$ cat config.mk
export PLATFORM = sky130hd
export DESIGN_NAME = checkpoint_monitor
export DESIGN_NICKNAME = d
export VERILOG_FILES = /design/src/rtl/checkpoint_monitor.sv
export SDC_FILE = /design/constraint.sdc
export NUM_CORES = 1
export LEC_CHECK = 0
export ABC_CLOCK_PERIOD_IN_PS = 4640
export CORE_MARGIN = 2
export CORE_UTILIZATION = 55
export CTS_CLUSTER_DIAMETER = 80
export DETAILED_ROUTE_END_ITERATION = 7
export PLACE_DENSITY = 0.88
export SYNTH_ARGS = -nofsm -noshare
export SYNTH_HDL_FRONTEND = slang
export SYNTH_SLANG_ARGS = --single-unit
$ cat constraint.sdc
create_clock -name clock -period 4.64 [get_ports clock]
set_input_delay 0.696 -clock clock [delete_from_list [all_inputs] [get_ports clock]]
set_output_delay 0.696 -clock clock [all_outputs]
set_load 0.01 [all_outputs]
$ cat src/rtl/checkpoint_monitor.sv
`timescale 1ns/1ps
// Firmware checkpoint bus monitor: stability filter, phase sequencer,
// watchdog and sticky PASS/FAIL/TIMEOUT verdict.
module checkpoint_monitor #(
    parameter int unsigned         CHK_W          = 16,
    parameter logic [CHK_W-9:0]    START_TAG      = 'hA0,
    parameter logic [CHK_W-9:0]    RESULT_TAG     = 'hAB,
    parameter int unsigned         NUM_PHASES     = 3,
    parameter int unsigned         STABLE_CYCLES  = 4,
    parameter int unsigned         TIMEOUT_CYCLES = 100000
) (
    input  logic             clock,
    input  logic             reset,
    input  logic             enable,
    input  logic [CHK_W-1:0] checkbits,
    output logic [6:0]       cur_phase,
    output logic             phase_active,
    output logic [6:0]       pass_count,
    output logic             event_pulse,
    output logic             done,
    output logic [1:0]       verdict
);

    localparam int unsigned SW = $clog2(STABLE_CYCLES + 1);
    localparam int unsigned WW = $clog2(TIMEOUT_CYCLES + 1);

    localparam logic [SW-1:0] STAB_MAX  = SW'(STABLE_CYCLES);
    localparam logic [WW-1:0] WD_LAST   = WW'(TIMEOUT_CYCLES - 1);
    localparam logic [6:0]    PASS_LAST = 7'(NUM_PHASES - 1);

    localparam logic [1:0] V_PASS    = 2'b01;
    localparam logic [1:0] V_FAIL    = 2'b10;
    localparam logic [1:0] V_TIMEOUT = 2'b11;

    typedef enum logic [1:0] {
        S_IDLE = 2'd0,
        S_RUN  = 2'd1,
        S_DONE = 2'd2
    } state_t;

    state_t           state_q, state_d;
    logic [CHK_W-1:0] sample_q;
    logic [SW-1:0]    stab_q, stab_d;
    logic             used_q, used_d;
    logic [WW-1:0]    wd_q, wd_d;
    logic [6:0]       phase_q, phase_d;
    logic [6:0]       pass_q, pass_d;
    logic [1:0]       verdict_q, verdict_d;
    logic             pulse_q, pulse_d;

    logic             changed;
    logic             settle;
    logic             is_start;
    logic             is_result;
    logic [CHK_W-9:0] tag;
    logic [6:0]       id;
    logic             flag;

    assign tag  = sample_q[CHK_W-1:8];
    assign id   = sample_q[7:1];
    assign flag = sample_q[0];

    // A settled value is decoded once; used_q blocks re-decode while held.
    always_comb begin
        changed = (checkbits != sample_q);
        stab_d  = stab_q;
        used_d  = used_q;
        if (changed) begin
            stab_d = SW'(1);
            used_d = 1'b0;
        end else begin
            if (stab_q != STAB_MAX) stab_d = stab_q + 1'b1;
            if (stab_q == STAB_MAX) used_d = 1'b1;
        end
        settle    = (stab_q == STAB_MAX) && !used_q;
        is_start  = settle && enable && (tag == START_TAG) && !flag;
        is_result = settle && enable && (tag == RESULT_TAG);
    end

    always_ff @(posedge clock or posedge reset) begin
        if (reset) begin
            state_q   <= S_IDLE;
            sample_q  <= '0;
            stab_q    <= '0;
            used_q    <= 1'b0;
            wd_q      <= '0;
            phase_q   <= '0;
            pass_q    <= '0;
            verdict_q <= '0;
            pulse_q   <= 1'b0;
        end else begin
            state_q   <= state_d;
            sample_q  <= checkbits;
            stab_q    <= stab_d;
            used_q    <= used_d;
            wd_q      <= wd_d;
            phase_q   <= phase_d;
            pass_q    <= pass_d;
            verdict_q <= verdict_d;
            pulse_q   <= pulse_d;
        end
    end

    always_comb begin
        state_d   = state_q;
        phase_d   = phase_q;
        pass_d    = pass_q;
        verdict_d = verdict_q;
        pulse_d   = 1'b0;
        wd_d      = wd_q;
        unique case (state_q)
            S_IDLE: begin
                if (is_start) begin
                    state_d = S_RUN;
                    phase_d = id;
                    pulse_d = 1'b1;
                end else if (is_result) begin
                    state_d   = S_DONE;
                    verdict_d = V_FAIL;
                    pulse_d   = 1'b1;
                end
            end
            S_RUN: begin
                if (!enable) begin
                    state_d = S_IDLE;
                end else if (is_result) begin
                    pulse_d = 1'b1;
                    if (flag && (id == phase_q)) begin
                        pass_d = pass_q + 7'd1;
                        if (pass_q == PASS_LAST) begin
                            state_d   = S_DONE;
                            verdict_d = V_PASS;
                        end else begin
                            state_d = S_IDLE;
                        end
                    end else begin
                        state_d   = S_DONE;
                        verdict_d = V_FAIL;
                    end
                end else if (is_start && (id != phase_q)) begin
                    state_d   = S_DONE;
                    verdict_d = V_FAIL;
                    pulse_d   = 1'b1;
                end
            end
            S_DONE: begin
                state_d = S_DONE;
            end
            default: begin
                state_d = S_IDLE;
            end
        endcase
        // An accepted event in the timeout cycle takes priority.
        if (!enable || (state_q == S_DONE) || pulse_d) begin
            wd_d = '0;
        end else if (wd_q == WD_LAST) begin
            wd_d      = '0;
            state_d   = S_DONE;
            verdict_d = V_TIMEOUT;
        end else begin
            wd_d = wd_q + 1'b1;
        end
    end

    always_comb begin
        cur_phase    = phase_q;
        pass_count   = pass_q;
        event_pulse  = pulse_q;
        verdict      = verdict_q;
        done         = (state_q == S_DONE);
        phase_active = (state_q == S_RUN);
    end

endmodule

== Word-level counts from Yosys, hierarchy flattened ==
Cells that the tools add are included.
Storage, ports and cells
  register bits: 56
  input port bits: 19
  output and inout port bits: 19
Operators by class
  add/sub/neg operators: 3
  eq/ne operators: 11
  muxes and demuxes: 32
  reductions and logical operators: 17
Operator list (number)
  two-way mux 2 bit: 18
  two-way mux 17 bit: 2
  adder 17 x 1 -> 17 bit (second input constant): 1
  == test 17 bit (second input constant): 1
  == test 8 bit (second input constant): 2
  != test 16 bit: 1
  adder 7 x 1 -> 7 bit (second input constant): 1
  == test 7 x 2 -> 1 bit (second input constant): 1
  == test 7 bit: 1
  logical AND 1 bit: 7
  two-way mux 1 bit: 7
  != test 7 bit: 1
  two-way mux 3 bit: 2
  one-hot mux 2 bit (3 select lines): 1
  one-hot mux 2 bit (2 select lines): 1
  AND reduction 4 bit: 1
  nonzero test 2 bit: 2
  adder 3 x 1 -> 3 bit (second input constant): 1
  == test 3 bit (second input constant): 1
  logical NOT 1 bit: 3
  != test 3 bit (second input constant): 1
  == test 2 x 1 -> 1 bit (second input constant): 1
  == test 2 bit (second input constant): 1
  logical NOT 2 bit: 1
  3 further kinds: 4

== Logic depth before layout (Yosys ltp) ==
  word-level depth: 12
  depth in mapped cells: 8
  gate-level depth less buffers: 7

== Worst setup path after synthesis ==
No wires, ideal clock.
  path type: input port to flip-flop
  start point: input port enable
  end point: register pass_q[5], in the netlist pass_count[5]
  data arrival time: 2233 ps
  required time: 4514 ps
  slack: 2281 ps
  stages on the path: 6
  path buffers: 1
  cell sequence: nand4bb_4 > or4_1 > clkbuf_2 > nor4_4 > nand4_1 > xnor2_1
On the way
  cells in the longest elaborated chain, start to end: 3
Ends and longest elaborated chain
  start, declared: RTL line 14  | input logic enable,
  logical AND 1 bit (2 in series): RTL line 77  | is_result = settle && enable && (tag == RESULT_TAG);
  AND reduction 4 bit (no source line) (*)
  end signal, assigned: RTL line 98  | pass_q <= pass_d;
  end, declared: RTL line 47  | logic [6:0] pass_q, pass_d;
Every way passes the cells marked *; elsewhere a longest branch is shown, timed or not.
A chain may end at the register's enable or synchronous reset.

== Final worst setup path ==
Ends and elaborated chain as after synthesis.

==> metrics.csv <==
stage,metric,value,unit
die,io_pins,38,
detailed_routing,vias,2007,
worst_setup_path,path_class,in2reg,
worst_setup_path,cp_data_required_time,4830,ps
final_layout,drive_above_1_share,6.48,%
cts,cts_tree,done,
detailed_routing,wl,5300,um
pwr,power.leakage,1.39,nW
synth,synthArstFlopShare,100,%
cts,htree_levels,2,
synth,yosys.area.top_type,dfrtp_1,
detailed_routing,initialDrtViolationCount,133,
synth,synthTopCellsByCount,"56 x dfrtp_1, 25 x xor2_1, 20 x xnor2_1",
worst_setup_path,r2r-end,wd_q[15],
sta,hold_viol,0,
sta,finalSetupViolations,0,
sta,rsz0062_at_grt,no,
worst_setup_path,worst_setup_path_start_kind,input pin,
cts,cts_hold_buf,0,
detailed_routing,via_per_inst,5.58,
global_routing,grt_util_all_layers,20.9,%
die,initial_utilization,57.7,%
global_routing,antenna_found_initial,0,
worst_setup_path,path_max_fanout,9,
outcome,status,"finished, final reports clean",
synth,syn-instance-count,251,
synth,yosysTopAreaCellShare,51.0,%
sta,slew_viol_final,0,
final_layout,area_delta_synth_final,19.4,%
synth,synthesis.area,0.00275,mm^2
cts,cts-buffers-inserted,5,
worst_setup_path,r2r-start,sample_q[0],
synth,yosysUniqueCellTypes,40,
run,cap_violations,0,
sta,fin_skew,9.94,ps
synth,yosysWarnings,0,
die,row_count,25,
global_routing,gr-total-overflow,0,
synth,ys_seq_area_share,51.0,%
sta,period_needed,2810,ps
cts,post_cts_buffers,0,
synth,ys_ff_latch,56,
worst_hold_path,hp-class,reg2reg,
placed_design,hpwl,3930,um
die,die-area,0.00557,mm^2
synth,synth.most_common_cell,dfrtp_1,
detailed_routing,drtPass1Iterations,4,
sta,fin_crit_sh,60.5,%
synth,synth_fp_nets,275,
worst_setup_path,r2r_setup_slack,2050,ps
synth,synth_area_per_cell,10.9,um^2
sta,max_freq,356,MHz
synth,ys.flop_type,dfrtp_1,
global_routing,grt_max_degree,57,
sta,slew-limit-headroom,26.5,%
cts,path_clk_slew,90,ps
placed_design,io_buffers,37,
sta,worst_pin_slew,1100,ps
cts,cts_num_sinks,56,
synth,synth_edf_count,0,
worst_setup_path,reg2reg_depth,5,
cts,ctsRootBufferMaster,clkbuf_8,
final_layout,antenna_cells,0,
sta,whs,504,ps
worst_setup_path,crit_arrival,3000,ps
worst_setup_path,cp-end-kind,flop,
placed_design,pre_cts_ws,1500,ps
cts,clk_latency,300,ps
die,die_w,74.7,um
pwr,vdd_drop_max,0.188,mV
global_routing,grt_pass1_wl,8840,um
cts,post_cts_resized,0,
synth,synth_area_leaders,"dfrtp_1 51%, xor2_1 8.0%, xnor2_1 6.4%",
die,die_h,74.7,um
global_routing,grt_pass1_vias,1910,
die,core_area,0.00475,mm^2
detailed_routing,postRouteAntennaNets,0,
detailed_routing,drcViolationCount,0,
placed_design,gp_congestion,0.883,
cts,cts_buffer_depth,2,
detailed_routing,wire_per_inst,14.7,um
final_layout,nets,316,
sta,fin_ws,1830,ps
pwr,power_density,248,mW/mm^2
worst_setup_path,worstSetupEndpoint,pass_count[5],
worst_setup_path,crit_path_start,enable,
sta,fin_tns_setup,0,ps
-- how the worst min path moves through the flow --
stage / startpoint / slack [ps] / depth (start not counted) / endpoint
after floorplan: wd_q[0] / 460 / 1 / wd_q[0]
after global placement: wd_q[0] / 480 / 1 / wd_q[0]
after detailed placement: pass_count[6] / 490 / 1 / pass_count[6]
after CTS: wd_q[0] / 510 / 1 / wd_q[0]
after global routing: pass_count[6] / 550 / 1 / pass_count[6]
final: pass_count[6] / 500 / 1 / pass_count[6]
-- routing by layer --
layer	track usage, %	wire length (um)	share of wire (%)
met5	0	0	0
met4	8.33	103	1.9
met3	3.48	167	3.2
met2	35.0	2780	52
met1	27.4	2250	42
-- worst max-delay path, stage by stage --
cell and delay [ps]:
clkdlybuf4s50_1 600, nand4bb_4 160, or4_1 670, nor4_4 550, nand4_1 180, xnor2_1 150
-- metrics by stage --
step                      cells  util [%]  area [um^2]  total power [mW]
after global placement      352      67.1         3190             0.558
after detailed placement    352      67.1         3190             0.561
after global routing        360      68.9         3280             0.850
after CTS                   360      68.9         3280             0.822
final                       360      68.9         3280             0.814
after floorplan             251         -         2750             0.534
-- area by class of cell --
| type | instances | area (um^2) |
|---|---|---|
| clock buffers | 8 | 90.1 |
| fillers | 366 | 1480 |
| inverters | 7 | 26.3 |
| multi-input cells | 184 | 1300 |
| flip-flops and latches | 56 | 1400 |
| well taps | 67 | 83.8 |
| repair buffers | 38 | 378 |
-- sequential cells by signal, indices dropped and copies added (netlist names) --
| signal | count |
|---|---|
| wd_q | 17 |
| sample_q | 16 |
| cur_phase | 7 |
| pass_count | 7 |
| stab_q | 3 |
| state_q | 2 |
| verdict | 2 |
| event_pulse | 1 |
| used_q | 1 |
-- kinds of logic (layout without fill, tap and decap cells) --
group                      Yosys count  count (layout)  share of synthesized area, %
and+or+nand+nor                    106             106                          22.7
DFF                                 56              56                          51.0
xor gates and xnor gates            45              45                          14.4
AOI/OAI and AO/OA                   20              20                          4.74
buffers and inverters               11              53                          1.64
muxes                                8               8                          3.24
adders and majority gates            5               5                          2.28
-- report_power, final --
part	switching (mW)	leakage [nW]	internal [mW]
Combinational	0.0245	0.616	0.0240
Clock	0.141	0.0455	0.122
Sequential	0.00755	0.725	0.495
-- cell usage in the layout (no fill, tap or decap), types with 5 or more instances in the layout --
cell and instances:
nand4_1 10, nand3_1 13, mux2_2 7, ha_1 5, and3_1 6, nand2_1 19, clkdlybuf4s50_1 37, a21oi_1 6
nor3_1 18, xor2_1 25, clkbuf_8 6, dfrtp_1 56, nor2_1 10, nor4_1 11, xnor2_1 20, inv_1 6
Note: power is estimated with default switching activity, not from simulation.
